`src/rtl/conway_frame_reader_if.sv`:
```
// conway_frame_reader_if: grid capture, row stream and population bundle
interface conway_frame_reader_if #(
    parameter int N = 16
) ();
    localparam int RW = $clog2(N);
    localparam int PW = $clog2(N * N + 1);

    logic [N*N-1:0] cells;
    logic           snap;
    logic           busy;
    logic           row_valid;
    logic           row_ready;
    logic [N-1:0]   row_data;
    logic [RW-1:0]  row_idx;
    logic           row_last;
    logic           pop_valid;
    logic [PW-1:0]  pop_count;
    logic [7:0]     frame_id;

    modport master (
        input  cells, snap, row_ready,
        output busy, row_valid, row_data, row_idx, row_last, pop_valid, pop_count, frame_id
    );

    modport slave (
        output cells, snap, row_ready,
        input  busy, row_valid, row_data, row_idx, row_last, pop_valid, pop_count, frame_id
    );
endinterface

```
`src/rtl/conway_frame_reader.sv`:
```
// conway_frame_reader: snapshots the grid and streams it row by row with a population count
module conway_frame_reader #(
    parameter int N = 16
) (
    input logic                     clk,
    input logic                     reset,
    conway_frame_reader_if.master   bus
);
    localparam int RW = $clog2(N);
    localparam int PW = $clog2(N * N + 1);

    typedef enum logic [1:0] {IDLE, SEND, POP} state_t;

    state_t         state_q;
    logic [N*N-1:0] snap_q;
    logic [RW-1:0]  row_q;
    logic [PW-1:0]  acc_q;
    logic [PW-1:0]  acc_d;
    logic [PW-1:0]  pop_count_q;
    logic [7:0]     frame_id_q;
    logic           row_valid_q;
    logic           pop_valid_q;
    logic           busy_q;
    logic [N-1:0]   row_d;

    // Current snapshot row and the running total including it
    always_comb begin
        row_d = snap_q[int'(row_q)*N +: N];
        acc_d = acc_q;
        for (int j = 0; j < N; j++) acc_d = acc_d + PW'(row_d[j]);
    end

    // Frame FSM: capture in IDLE, drain rows in SEND, publish the count in POP
    always_ff @(posedge clk) begin
        if (!reset) begin
            state_q     <= IDLE;
            snap_q      <= '0;
            row_q       <= '0;
            acc_q       <= '0;
            pop_count_q <= '0;
            frame_id_q  <= '0;
            row_valid_q <= 1'b0;
            pop_valid_q <= 1'b0;
            busy_q      <= 1'b0;
        end else begin
            case (state_q)
                IDLE: if (bus.snap) begin
                    snap_q      <= bus.cells;
                    row_q       <= '0;
                    acc_q       <= '0;
                    row_valid_q <= 1'b1;
                    busy_q      <= 1'b1;
                    state_q     <= SEND;
                end
                SEND: if (bus.row_ready) begin
                    acc_q <= acc_d;
                    if (row_q == RW'(N - 1)) begin
                        row_q       <= '0;
                        row_valid_q <= 1'b0;
                        pop_valid_q <= 1'b1;
                        pop_count_q <= acc_d;
                        state_q     <= POP;
                    end else begin
                        row_q <= row_q + RW'(1);
                    end
                end
                POP: begin
                    pop_valid_q <= 1'b0;
                    busy_q      <= 1'b0;
                    frame_id_q  <= frame_id_q + 8'd1;
                    state_q     <= IDLE;
                end
                default: state_q <= IDLE;
            endcase
        end
    end

    assign bus.busy      = busy_q;
    assign bus.row_valid = row_valid_q;
    assign bus.row_data  = row_valid_q ? row_d : '0;
    assign bus.row_idx   = row_q;
    assign bus.row_last  = row_valid_q && (row_q == RW'(N - 1));
    assign bus.pop_valid = pop_valid_q;
    assign bus.pop_count = pop_count_q;
    assign bus.frame_id  = frame_id_q;
endmodule

```
`src/flat_wrapper.sv`:
```
// flat-port wrapper written by rule: the top's interface ports become plain ports
module conway_frame_reader_flat 
#(
    parameter int N = 16
)
  (clk, reset, bus_cells, bus_snap, bus_row_ready, bus_busy, bus_row_valid, bus_row_data, bus_row_idx, bus_row_last, bus_pop_valid, bus_pop_count, bus_frame_id);
  conway_frame_reader_if #(.N(N)) bus_i ();
  input logic clk;
  input logic reset;
  input wire logic [$bits(bus_i.cells)-1:0] bus_cells;
  input wire logic [$bits(bus_i.snap)-1:0] bus_snap;
  input wire logic [$bits(bus_i.row_ready)-1:0] bus_row_ready;
  output wire logic [$bits(bus_i.busy)-1:0] bus_busy;
  output wire logic [$bits(bus_i.row_valid)-1:0] bus_row_valid;
  output wire logic [$bits(bus_i.row_data)-1:0] bus_row_data;
  output wire logic [$bits(bus_i.row_idx)-1:0] bus_row_idx;
  output wire logic [$bits(bus_i.row_last)-1:0] bus_row_last;
  output wire logic [$bits(bus_i.pop_valid)-1:0] bus_pop_valid;
  output wire logic [$bits(bus_i.pop_count)-1:0] bus_pop_count;
  output wire logic [$bits(bus_i.frame_id)-1:0] bus_frame_id;
  assign bus_i.cells = bus_cells;
  assign bus_i.snap = bus_snap;
  assign bus_i.row_ready = bus_row_ready;
  assign bus_busy = bus_i.busy;
  assign bus_row_valid = bus_i.row_valid;
  assign bus_row_data = bus_i.row_data;
  assign bus_row_idx = bus_i.row_idx;
  assign bus_row_last = bus_i.row_last;
  assign bus_pop_valid = bus_i.pop_valid;
  assign bus_pop_count = bus_i.pop_count;
  assign bus_frame_id = bus_i.frame_id;
  conway_frame_reader #(.N(N)) u_core (.clk(clk), .reset(reset), .bus(bus_i));
endmodule
```
`config.mk`:
```
export PLATFORM = sky130hd
export DESIGN_NAME = conway_frame_reader_flat
export DESIGN_NICKNAME = d
export VERILOG_FILES = /design/src/rtl/conway_frame_reader_if.sv /design/src/rtl/conway_frame_reader.sv /design/src/flat_wrapper.sv
export SDC_FILE = /design/constraint.sdc
export NUM_CORES = 1
export LEC_CHECK = 0
export ABC_AREA = 1
export BUFFER_PORTS_ARGS = -buffer_cell sky130_fd_sc_hd__buf_2
export CORE_ASPECT_RATIO = 0.9
export CORE_MARGIN = 2
export CORE_UTILIZATION = 55
export DETAILED_ROUTE_END_ITERATION = 7
export GPL_TIMING_DRIVEN = 0
export PLACE_DENSITY = 0.81
export SYNTH_ARGS = -nofsm -noshare
export SYNTH_HDL_FRONTEND = slang
export SYNTH_SLANG_ARGS = --single-unit
```
`constraint.sdc`:
```
create_clock -name clk -period 5.6 [get_ports clk]
set_input_delay 0.84 -clock clk [delete_from_list [all_inputs] [get_ports clk]]
set_output_delay 0.84 -clock clk [all_outputs]
set_load 0.03 [all_outputs]
```
==> impl_metrics.toml, run 1 <==
[status]
outcome = "completed"

[layout]
diodes = 0
seqCellArea_sq_um = 5830
final_core_util_pct = 67.6
multi_input_comb_area_sq_um = 6430
nets = 2536
drive_gt1_share_pct = 20.3
instances_no_fill = 2583
nFillCells = 2177
synthToLayoutAreaGrowth_pct = 21.2
design_area_sq_um = 16300

[synthesis]
yosysUniqueCellTypes = 38
synth-main-ff-cell = "dfxtp_1"
netlist_area_sq_um = 13500
synth_top_cell_area_share_pct = 43.3
synth_area_leaders = "dfxtp_1, nor2_1, o21ai_0"
ys_warn_count = 0
synth.avg_cell_area_sq_um = 7.00
yosysMostFrequentCell = "nor2_1"
synthTopCellsByCount = "nor2_1, dfxtp_1, o21ai_0"
async_flop_share_pct = 0
syn_inst = 1923
synth_top_area_cell = "dfxtp_1"
ys_ff_latch = 291
postSynthNetCount = 2205
yosysSeqAreaShare_pct = 43.3
synth_edf_count = 0

[placement]
dpl_cell_area_sq_um = 15300
port-buffer-count = 299
post-dp-hpwl_um = 36200
dp_cells = 2530
gp_congestion = 1.02

[clock_tree]
cts.repair.resized = 0
cts_buffers = 30
htreeDepth = 1
cts.sinks = 291
cts_buffer_depth = 3
clk_latency_ns = 0.56
hold_buffers = 0
cts_root_buffer = "clkbuf_16"
clk_pin_slew_ns = 0.06
cts_tree = "built"
cts_setup_buffers = 0

[worst_setup_path]
cpPeakStageDelay_ns = 0.58
r2r-end = "u_core.bus.pop_count[8]"
r2r_slack_ns = 0.25
path_buf_inv = 9
endpoint_kind = "flip-flop"
r2r_start = "u_core.bus.row_idx[1]"
reg2reg_depth = 26
slowest_stage = "fa_1"
crit_family = "adder cells"
cp_max_fo = 10
critical_path_required_ns = 6.05
crit_top_cell = "inv_1"
cp-start-kind = "flip-flop"
critPathKind = "flip-flop to flip-flop"
cp.arrival_ns = 5.80

[floorplanning]
rows = 54
die_x_um = 169
die_h_um = 152
dieArea_sq_um = 25700
core_sq_um = 24100
initial_core_util_pct = 55.8
pin_count = 301

[timing]
rsz0062_at_grt = "false"
min_period_over_period_pct = 95.6
tns_ns = 0
final.setup_skew_ns = 0.00806
finalMaxSlewViolations = 0
worst_pin_slew_ns = 0.727
hold_slack_ns = 0.454
slew_headroom_pct = 51.5
finalSetupViolCount = 0
hold_viol = 0
max_freq_mhz = 187
period_minus_slack_ns = 5.35

[global_route]
grt_antenna_before_repair = 1
grt_use_met3_pct = 6.65
grt_start_max_net_pins = 15
overflow = 0
top_usage_layer = "met2"
grt_use_met2_pct = 56.8
grt_pass1_wl_um = 70400
met1_usage_pct = 46.8
grt_pass1_vias = 13200
grt_util_all_layers_pct = 35.2

[min_path]
whs_endpoint = "u_core.snap_q[23]"
hold-path-cell-count = 2
hp-start = "u_core.snap_q[23]"
min_path_type = "flip-flop to flip-flop"

[power_and_ir_drop]
seq_power_share_pct = 40.2
p_comb_share_pct = 26.7
switching_share_pct = 32.5
ir_drop_mv = 0.222
p_int_w = 0.00392
p_switching_w = 0.00188
clockPowerShare_pct = 33.1
powerDensity_nw_per_um2 = 356
p_leak_nw = 7.37

[detailed_routing]
wl_per_cell_um = 18.1
wl_um = 46700
drc = 0
drt_iter0_markers = 1536
drtAntennaViolNets = 0
num_vias = 14300
dr.pass1.iters = 6
via_per_inst = 5.54

[flow_run]
maxCapViolCount = 0
[power groups by stage]
stage	sequential, W	combinational (W)	clock (W)
3_5_place_dp	0.00237	0.00151	0
4_1_cts	0.00233	0.00152	0.00192
6_report	0.00233	0.00155	0.00192
5_1_grt	0.00235	0.00170	0.00200
3_3_place_gp	0.00237	0.00146	0
2_1_floorplan	0.00235	0.00102	0
[area by class of cell]
type / count / share of cell area, %
Timing Repair Buffer: 299 / 9.18
Sequential cell: 291 / 35.7
Clock buffer: 46 / 5.53
Tap cell: 308 / 2.36
Inverter: 102 / 2.37
Buffer: 144 / 5.08
Multi-Input combinational cell: 1386 / 39.5
Clock inverter: 7 / 0.246
[per-layer routing]
metal / part of all wire, % / up-vias
li1: - / 6924
met1: 41 / 6469
met2: 45 / 792
met3: 10 / 132
met4: 4.3 / 2
met5: 0.036 / -
[worst max-delay path by stage]
stage	start	end	slack, ns	cells after the start
2_1_floorplan	u_core.bus.row_idx[0]	u_core.bus.pop_count[8]	0.71	27
3_3_place_gp	u_core.bus.row_idx[0]	u_core.bus.pop_count[8]	0.28	26
3_5_place_dp	u_core.bus.row_idx[0]	u_core.bus.pop_count[8]	0.18	26
4_1_cts	u_core.bus.row_idx[0]	u_core.bus.pop_count[8]	0.17	27
5_1_grt	u_core.bus.row_idx[0]	u_core.acc_q[8]	0.002	27
6_report	u_core.bus.row_idx[1]	u_core.bus.pop_count[8]	0.25	26
[placed cells by master, fill, tap and decap left out, types with 31 or more instances in the layout]
cell,n
a21oi_1,92
clkbuf_16,31
o21ai_1,112
nand2_1,193
clkbuf_1,58
nor2_1,543
dfxtp_1,291
buf_2,350
nand3_1,153
o21ai_0,216
inv_1,93
[stage by stage]
step	total power [W]	setup WS [ns]
3_5_place_dp	0.00388	0.183
2_1_floorplan	0.00336	0.712
5_1_grt	0.00605	0.00214
6_report	0.00580	0.245
4_1_cts	0.00577	0.175
3_3_place_gp	0.00383	0.277
[logic make-up (layout without fill, tap and decap cells)]
kind of cell             after synthesis  after routing  share of synthesized area (%)
buffers and inverters                246            598                           8.97
AO/OA/AOI/OAI                        446            446                           17.2
flip-flops                           291            291                           43.3
AND/OR/NAND/NOR                      915            915                           27.7
XOR/XNOR                               3              3                          0.195
adder cells (fa/ha/maj)               22             22                           2.72
[worst reg2reg max path, cell delays in order (launching register included)]
cell and delay, ns:
dfxtp_1 0.36, buf_4 0.19, clkbuf_1 0.32, a21oi_1 0.24, o21ai_0 0.11, nand3_1 0.15, nand3_1 0.19, nand2_1 0.11
inv_1 0.06, fa_1 0.50, inv_1 0.05, fa_1 0.47, inv_1 0.05, fa_1 0.47, inv_1 0.05, fa_1 0.58
fa_1 0.20, inv_1 0.06, fa_1 0.40, inv_1 0.07, nand2_1 0.04, nand2_1 0.10, nand3_1 0.14, nand3_1 0.10
nand2_1 0.07, o21ai_0 0.14, inv_1 0.05
[sequential cells by signal, indices dropped and copies added, names as in the netlist, 2 cells and up]
name,count
u_core.acc_q,9
u_core.bus.frame_id,8
u_core.state_q,2
u_core.bus.row_idx,4
u_core.snap_q,256
u_core.bus.pop_count,9
No activity file was read; power rests on OpenSTA's default activity.
==> inputs of run 2 (changes only) <==
--- a/config.mk
+++ b/config.mk
@@ -7,12 +7,14 @@
 export LEC_CHECK = 0
 export ABC_AREA = 1
 export BUFFER_PORTS_ARGS = -buffer_cell sky130_fd_sc_hd__buf_2
+export CELL_PAD_IN_SITES_DETAIL_PLACEMENT = 2
+export CELL_PAD_IN_SITES_GLOBAL_PLACEMENT = 2
 export CORE_ASPECT_RATIO = 0.9
 export CORE_MARGIN = 2
-export CORE_UTILIZATION = 55
+export CORE_UTILIZATION = 30
 export DETAILED_ROUTE_END_ITERATION = 7
 export GPL_TIMING_DRIVEN = 0
-export PLACE_DENSITY = 0.81
+export PLACE_DENSITY_LB_ADDON = 0.1
 export SYNTH_ARGS = -nofsm -noshare
 export SYNTH_HDL_FRONTEND = slang
 export SYNTH_SLANG_ARGS = --single-unit
==> run 2 against run 1 <==
  * Total power increased by 11%
  * First-iteration DRC count fell by 57%
  * Combinational power is 6% higher
  * Highest routed layer is now met4
  * Die area increased by 81%
  * Clock power is 27% higher
  * Setup slack got worse by 0.0024 ns
  * Sequential share of layout area shrank 1.5 points
  * Core utilization down 29 points
  * Critical endpoint is now u_core.acc_q[8]
  * Clock skew increased by 0.012 ns
  * Count of clock-buffer cells in the layout increased by 6
  * Cell area grew 4.5%
  * Global-route usage shrank 8.3 points
==> impl_metrics.toml, run 2 (synthesis gave the netlist of run 1 again) <==
[detailed_routing]
wl_um = 63200
via_per_inst = 5.00
drc = 0
num_vias = 14400
drt_iter0_markers = 660
wl_per_cell_um = 21.9
dr.pass1.iters = 5
drtAntennaViolNets = 0

[timing]
finalSetupViolCount = 0
period_minus_slack_ns = 5.36
hold_viol = 0
final.setup_skew_ns = 0.0201
min_period_over_period_pct = 95.7
slew_headroom_pct = 48.7
finalMaxSlewViolations = 0
finalWorstSetupSlack_ns = 0.243
hold_slack_ns = 0.459
max_freq_mhz = 187
worst_pin_slew_ns = 0.770

[layout]
final_core_util_pct = 38.5
diodes = 0
largest_reg_flops = 256
instances_no_fill = 2885
final_cell_mix = "nor2_1, buf_2, dfxtp_1"
nets = 2544
synthToLayoutAreaGrowth_pct = 26.6
top_register = "u_core.snap_q"
drive_gt1_share_pct = 20.9
mostFrequentLayoutCell = "nor2_1"

[clock_tree]
hold_buffers = 0
clk_latency_ns = 0.54
cts_buffers = 36
clk_pin_slew_ns = 0.06
cts_tree = "built"
cts_root_buffer = "clkbuf_16"
htreeDepth = 2
cts_buffer_depth = 3
cts.sinks = 291

[power_and_ir_drop]
p_leak_nw = 7.54
ir_drop_mv = 0.216
powerDensity_nw_per_um2 = 377
p_total_w = 0.00642

[worst_setup_path]
critical_path_required_ns = 6.06
endpoint_kind = "flip-flop"
cpPeakStageDelay_ns = 0.57
slowest_stage = "fa_1"
critPathKind = "flip-flop to flip-flop"
cp-start-kind = "flip-flop"
cp_max_fo = 10
crit_top_cell = "nand2_1"
crit_family = "adder cells"
path_buf_inv = 8
cp_cell_sequence = "buf_4, buf_1, nand3_1, nand2_1, inv_1, fa_1, inv_1, fa_1, inv_1, fa_1, inv_1, fa_1, fa_1, inv_1, fa_1, inv_1, nand2_1, nand2_1, nand3_1, nand2_1, nand2_1, nand2_1, nand2_1, a21oi_1"
cp.arrival_ns = 5.82

[placement]
dp_cells = 2822
pre_cts_slack_ns = -0.00994
port-buffer-count = 299
post-dp-hpwl_um = 50000
gp_congestion = 0.888

[global_route]
grt_pass1_vias = 15500
grt_util_all_layers_pct = 26.9
grt_start_max_net_pins = 19
grt_pass1_wl_um = 92400
overflow = 0
grt_antenna_before_repair = 3

[floorplanning]
initial_core_util_pct = 30.4
pin_count = 301
core_sq_um = 44200
rows = 73
dieArea_sq_um = 46600
die_h_um = 205
die_x_um = 227

[flow_run]
maxCapViolCount = 0

[status]
outcome = "completed"

[min_path]
min_path_type = "flip-flop to flip-flop"
-- run 2: cell types whose count changed in the layout (fill, tap and decap cells not counted), sizes merged --
| cell | change |
|---|---|
| clkbuf | +7 |
| clkinvlp | -1 |
| buf | +1 |
| inv | -1 |
| clkinv | -1 |
| bufinv | +5 |
-- run 2: worst paths after layout --
kind	start	slack, ns	depth (start not counted)	endpoint
setup reg to reg	u_core.bus.row_idx[3]	0.24	24	u_core.acc_q[8]
setup / recovery	u_core.bus.row_idx[3]	0.24	24	u_core.acc_q[8]
hold / removal	u_core.snap_q[21]	0.46	2	u_core.snap_q[21]
hold reg to reg	u_core.snap_q[21]	0.46	2	u_core.snap_q[21]
-- run 2: worst reg2reg max path, cell delays in order (launching register included) --
cell and delay [ns]:
dfxtp_1 0.33, buf_4 0.18, buf_1 0.56, nand3_1 0.39, nand2_1 0.14, inv_1 0.06, fa_1 0.50, inv_1 0.05
fa_1 0.49, inv_1 0.05, fa_1 0.48, inv_1 0.06, fa_1 0.57, fa_1 0.20, inv_1 0.06, fa_1 0.40
inv_1 0.07, nand2_1 0.05, nand2_1 0.11, nand3_1 0.12, nand2_1 0.09, nand2_1 0.06, nand2_1 0.07, nand2_1 0.06
a21oi_1 0.12
-- run 2: cell type report --
type / count / area (sq um)
timing repair buffer: 303 / 1540
tap: 600 / 751
clock inverter: 9 / 170
multi-input combinational: 1386 / 6460
clock buffer: 52 / 1020
inverter: 102 / 390
buffer: 142 / 870
fill: 5393 / 27200
sequential: 291 / 5830
-- run 2: power breakdown --
part | switching [W] | total, W | leakage (nW) | internal (W)
clock | 0.000935 | 0.00243 | 0.584 | 0.00149
combinational | 0.00106 | 0.00165 | 4.55 | 0.000583
sequential | 0.000103 | 0.00234 | 2.41 | 0.00224
total | 0.00210 | 0.00642 | 7.54 | 0.00432
-- run 2: timing repair --
action	4_1_cts	5_1_grt
setup endpoints to repair	3	9
cloned	0	0
resized for setup	3	51
pin swaps	0	2
buffers inserted	0	4
-- run 2: per-stage QoR --
| stage | TNS, ns | instance area (sq um) |
|---|---|---|
| floorplan | 0 | 13500 |
| global placement | 0 | 15700 |
| detailed placement | -0.00994 | 15700 |
| CTS | 0 | 16900 |
| global route | -0.0673 | 17000 |
| finish | 0 | 17000 |
-- run 2: layer usage --
layer | vias up | global-route usage, % | wire length [um]
met3 | 101 | 4.06 | 2850
met1 | 7058 | 34.4 | 28200
met4 | 0 | 10.8 | 2230
met5 | - | 0 | 0
met2 | 337 | 45.3 | 29900
li1 | 6939 | - | -
==> inputs of run 3 (changes only) <==
--- a/config.mk
+++ b/config.mk
@@ -14,7 +14,7 @@
 export CORE_UTILIZATION = 30
 export DETAILED_ROUTE_END_ITERATION = 7
 export GPL_TIMING_DRIVEN = 0
-export PLACE_DENSITY_LB_ADDON = 0.1
+export PLACE_DENSITY = 0.82
 export SYNTH_ARGS = -nofsm -noshare
 export SYNTH_HDL_FRONTEND = slang
 export SYNTH_SLANG_ARGS = --single-unit
==> run 3 against run 2 <==
  * First-iteration DRC count increased by 20%
  * Combinational power about the same
  * Clock power decreased by 7%
==> impl_metrics.toml, run 3 (synthesis gave the netlist of run 1 again) <==
[floorplanning]
initial_core_util_pct = 30.4
pin_count = 301
core_sq_um = 44200
die_h_um = 205
rows = 73
die_x_um = 227
dieArea_sq_um = 46600

[power_and_ir_drop]
powerDensity_nw_per_um2 = 370
ir_drop_mv = 0.164
p_leak_nw = 7.49
p_total_w = 0.00626

[timing]
slew_headroom_pct = 46.2
max_freq_mhz = 187
final.setup_skew_ns = 0.0146
hold_viol = 0
min_period_over_period_pct = 95.5
finalWorstSetupSlack_ns = 0.249
worst_pin_slew_ns = 0.807
finalSetupViolCount = 0
finalMaxSlewViolations = 0
rsz0062_at_grt = "false"
period_minus_slack_ns = 5.35

[global_route]
grt_pass1_vias = 16000
grt_pass1_wl_um = 95900
grt_start_max_net_pins = 13
grt_antenna_before_repair = 1
grt_util_all_layers_pct = 27.8
overflow = 0

[worst_setup_path]
cpPeakStageDelay_ns = 0.57
crit_family = "adder cells"
r2r_slack_ns = 0.25
r2r-end = "u_core.acc_q[8]"
r2r_start = "u_core.bus.row_idx[0]"
slowest_stage = "fa_1"
critPathKind = "flip-flop to flip-flop"
cp-start-kind = "flip-flop"
cp.arrival_ns = 5.80
cp_max_fo = 10
reg2reg_depth = 27
critical_path_required_ns = 6.05
endpoint_kind = "flip-flop"
crit_top_cell = "nand2_1"
path_buf_inv = 8

[layout]
top_register = "u_core.snap_q"
design_area_sq_um = 16900
drive_gt1_share_pct = 21.3
mostFrequentLayoutCell = "nor2_1"
nFillCells = 5337
synthToLayoutAreaGrowth_pct = 25.9
nets = 2543
final_cell_mix = "nor2_1, buf_2, dfxtp_1"
largest_reg_flops = 256
instances_no_fill = 2885

[detailed_routing]
wl_um = 65200
num_vias = 14800
dr.pass1.iters = 7
wl_per_cell_um = 22.6
drc = 0
drt_iter0_markers = 791
drtAntennaViolNets = 0
via_per_inst = 5.11

[min_path]
hold-path-cell-count = 2
hp-start = "u_core.snap_q[152]"
whs_endpoint = "u_core.snap_q[152]"
min_path_type = "flip-flop to flip-flop"

[clock_tree]
cts.sinks = 291
cts_root_buffer = "clkbuf_16"
htreeDepth = 2
cts_tree = "built"
clk_latency_ns = 0.54
clk_pin_slew_ns = 0.06
cts_buffers = 35
cts_buffer_depth = 3

[placement]
port-buffer-count = 299
pre_cts_slack_ns = -0.106
dp_cells = 2822
gp_congestion = 0.890
post-dp-hpwl_um = 51000
dpl_cell_area_sq_um = 15700

[status]
outcome = "completed"

[flow_run]
maxCapViolCount = 0
-- run 3: power by group --
group          switching [W]  internal, W  total (W)
combinational        0.00107     0.000589    0.00166
clock               0.000953      0.00131    0.00226
sequential          0.000107      0.00224    0.00235
-- run 3: cell type report --
type / instances / area [sq um] / area share (%)
Buffer: 144 / 877 / 5.18
Antenna cell: 1 / 2.50 / 0.0148
Tap cell: 600 / 751 / 4.43
Inverter: 102 / 390 / 2.30
Multi-Input combinational cell: 1386 / 6480 / 38.3
Timing Repair Buffer: 301 / 1510 / 8.92
Clock buffer: 50 / 1010 / 5.99
Clock inverter: 10 / 81.3 / 0.480
Sequential cell: 291 / 5830 / 34.4
-- run 3: worst max path at each step --
stage	startpoint	endpoint	depth (start not counted)
floorplan	u_core.bus.row_idx[0]	u_core.bus.pop_count[8]	27
global placement	u_core.bus.row_idx[0]	u_core.bus.pop_count[8]	27
detailed placement	u_core.bus.row_idx[0]	u_core.acc_q[8]	27
CTS	u_core.bus.row_idx[1]	u_core.acc_q[8]	27
global route	u_core.bus.row_idx[0]	u_core.bus.pop_count[8]	28
finish	u_core.bus.row_idx[0]	u_core.acc_q[8]	27
-- run 3: per-stage QoR --
stage | util [%] | setup TNS, ns | hold WS, ns
finish | 38.3 | 0 | 0.465
global route | 38.3 | 0 | 0.482
CTS | 38.0 | 0 | 0.464
detailed placement | 35.5 | -0.263 | 0.454
global placement | 35.5 | 0 | 0.441
floorplan | - | 0 | 0.429
-- run 3: repair_timing --
| action | in CTS | in global routing |
|---|---|---|
| hold buffers | 0 | 0 |
| endpoints found under the setup margin | 6 | 8 |
| setup buffers | 2 | 0 |
| pin swaps | 0 | 6 |
| gates resized for setup | 5 | 50 |
-- run 3: worst register-to-register path: stages (launching register included) --
cell and delay (ns):
dfxtp_1 0.38, buf_6 0.17, buf_6 0.18, buf_4 0.22
nand2_1 0.09, nand3_1 0.14, nand3_1 0.13, nand3_1 0.15
nand2_1 0.14, fa_1 0.57, inv_1 0.07, fa_1 0.51
inv_1 0.05, fa_1 0.48, inv_1 0.05, fa_1 0.52
fa_1 0.21, inv_1 0.05, fa_1 0.40, inv_1 0.07
nand2_1 0.06, nand2_2 0.09, nand3_2 0.09, nand2_1 0.08
nand2_1 0.06, nand2_1 0.10, nand2_1 0.07, a21oi_1 0.15
-- run 3: routing by layer --
metal | up-vias | GRT usage [%] | share of wire [%]
met5 | - | 0 | 0
li1 | 6916 | - | -
met3 | 129 | 3.89 | 5.2
met2 | 427 | 47.2 | 47
met1 | 7279 | 35.3 | 43
met4 | 0 | 11.5 | 4.3
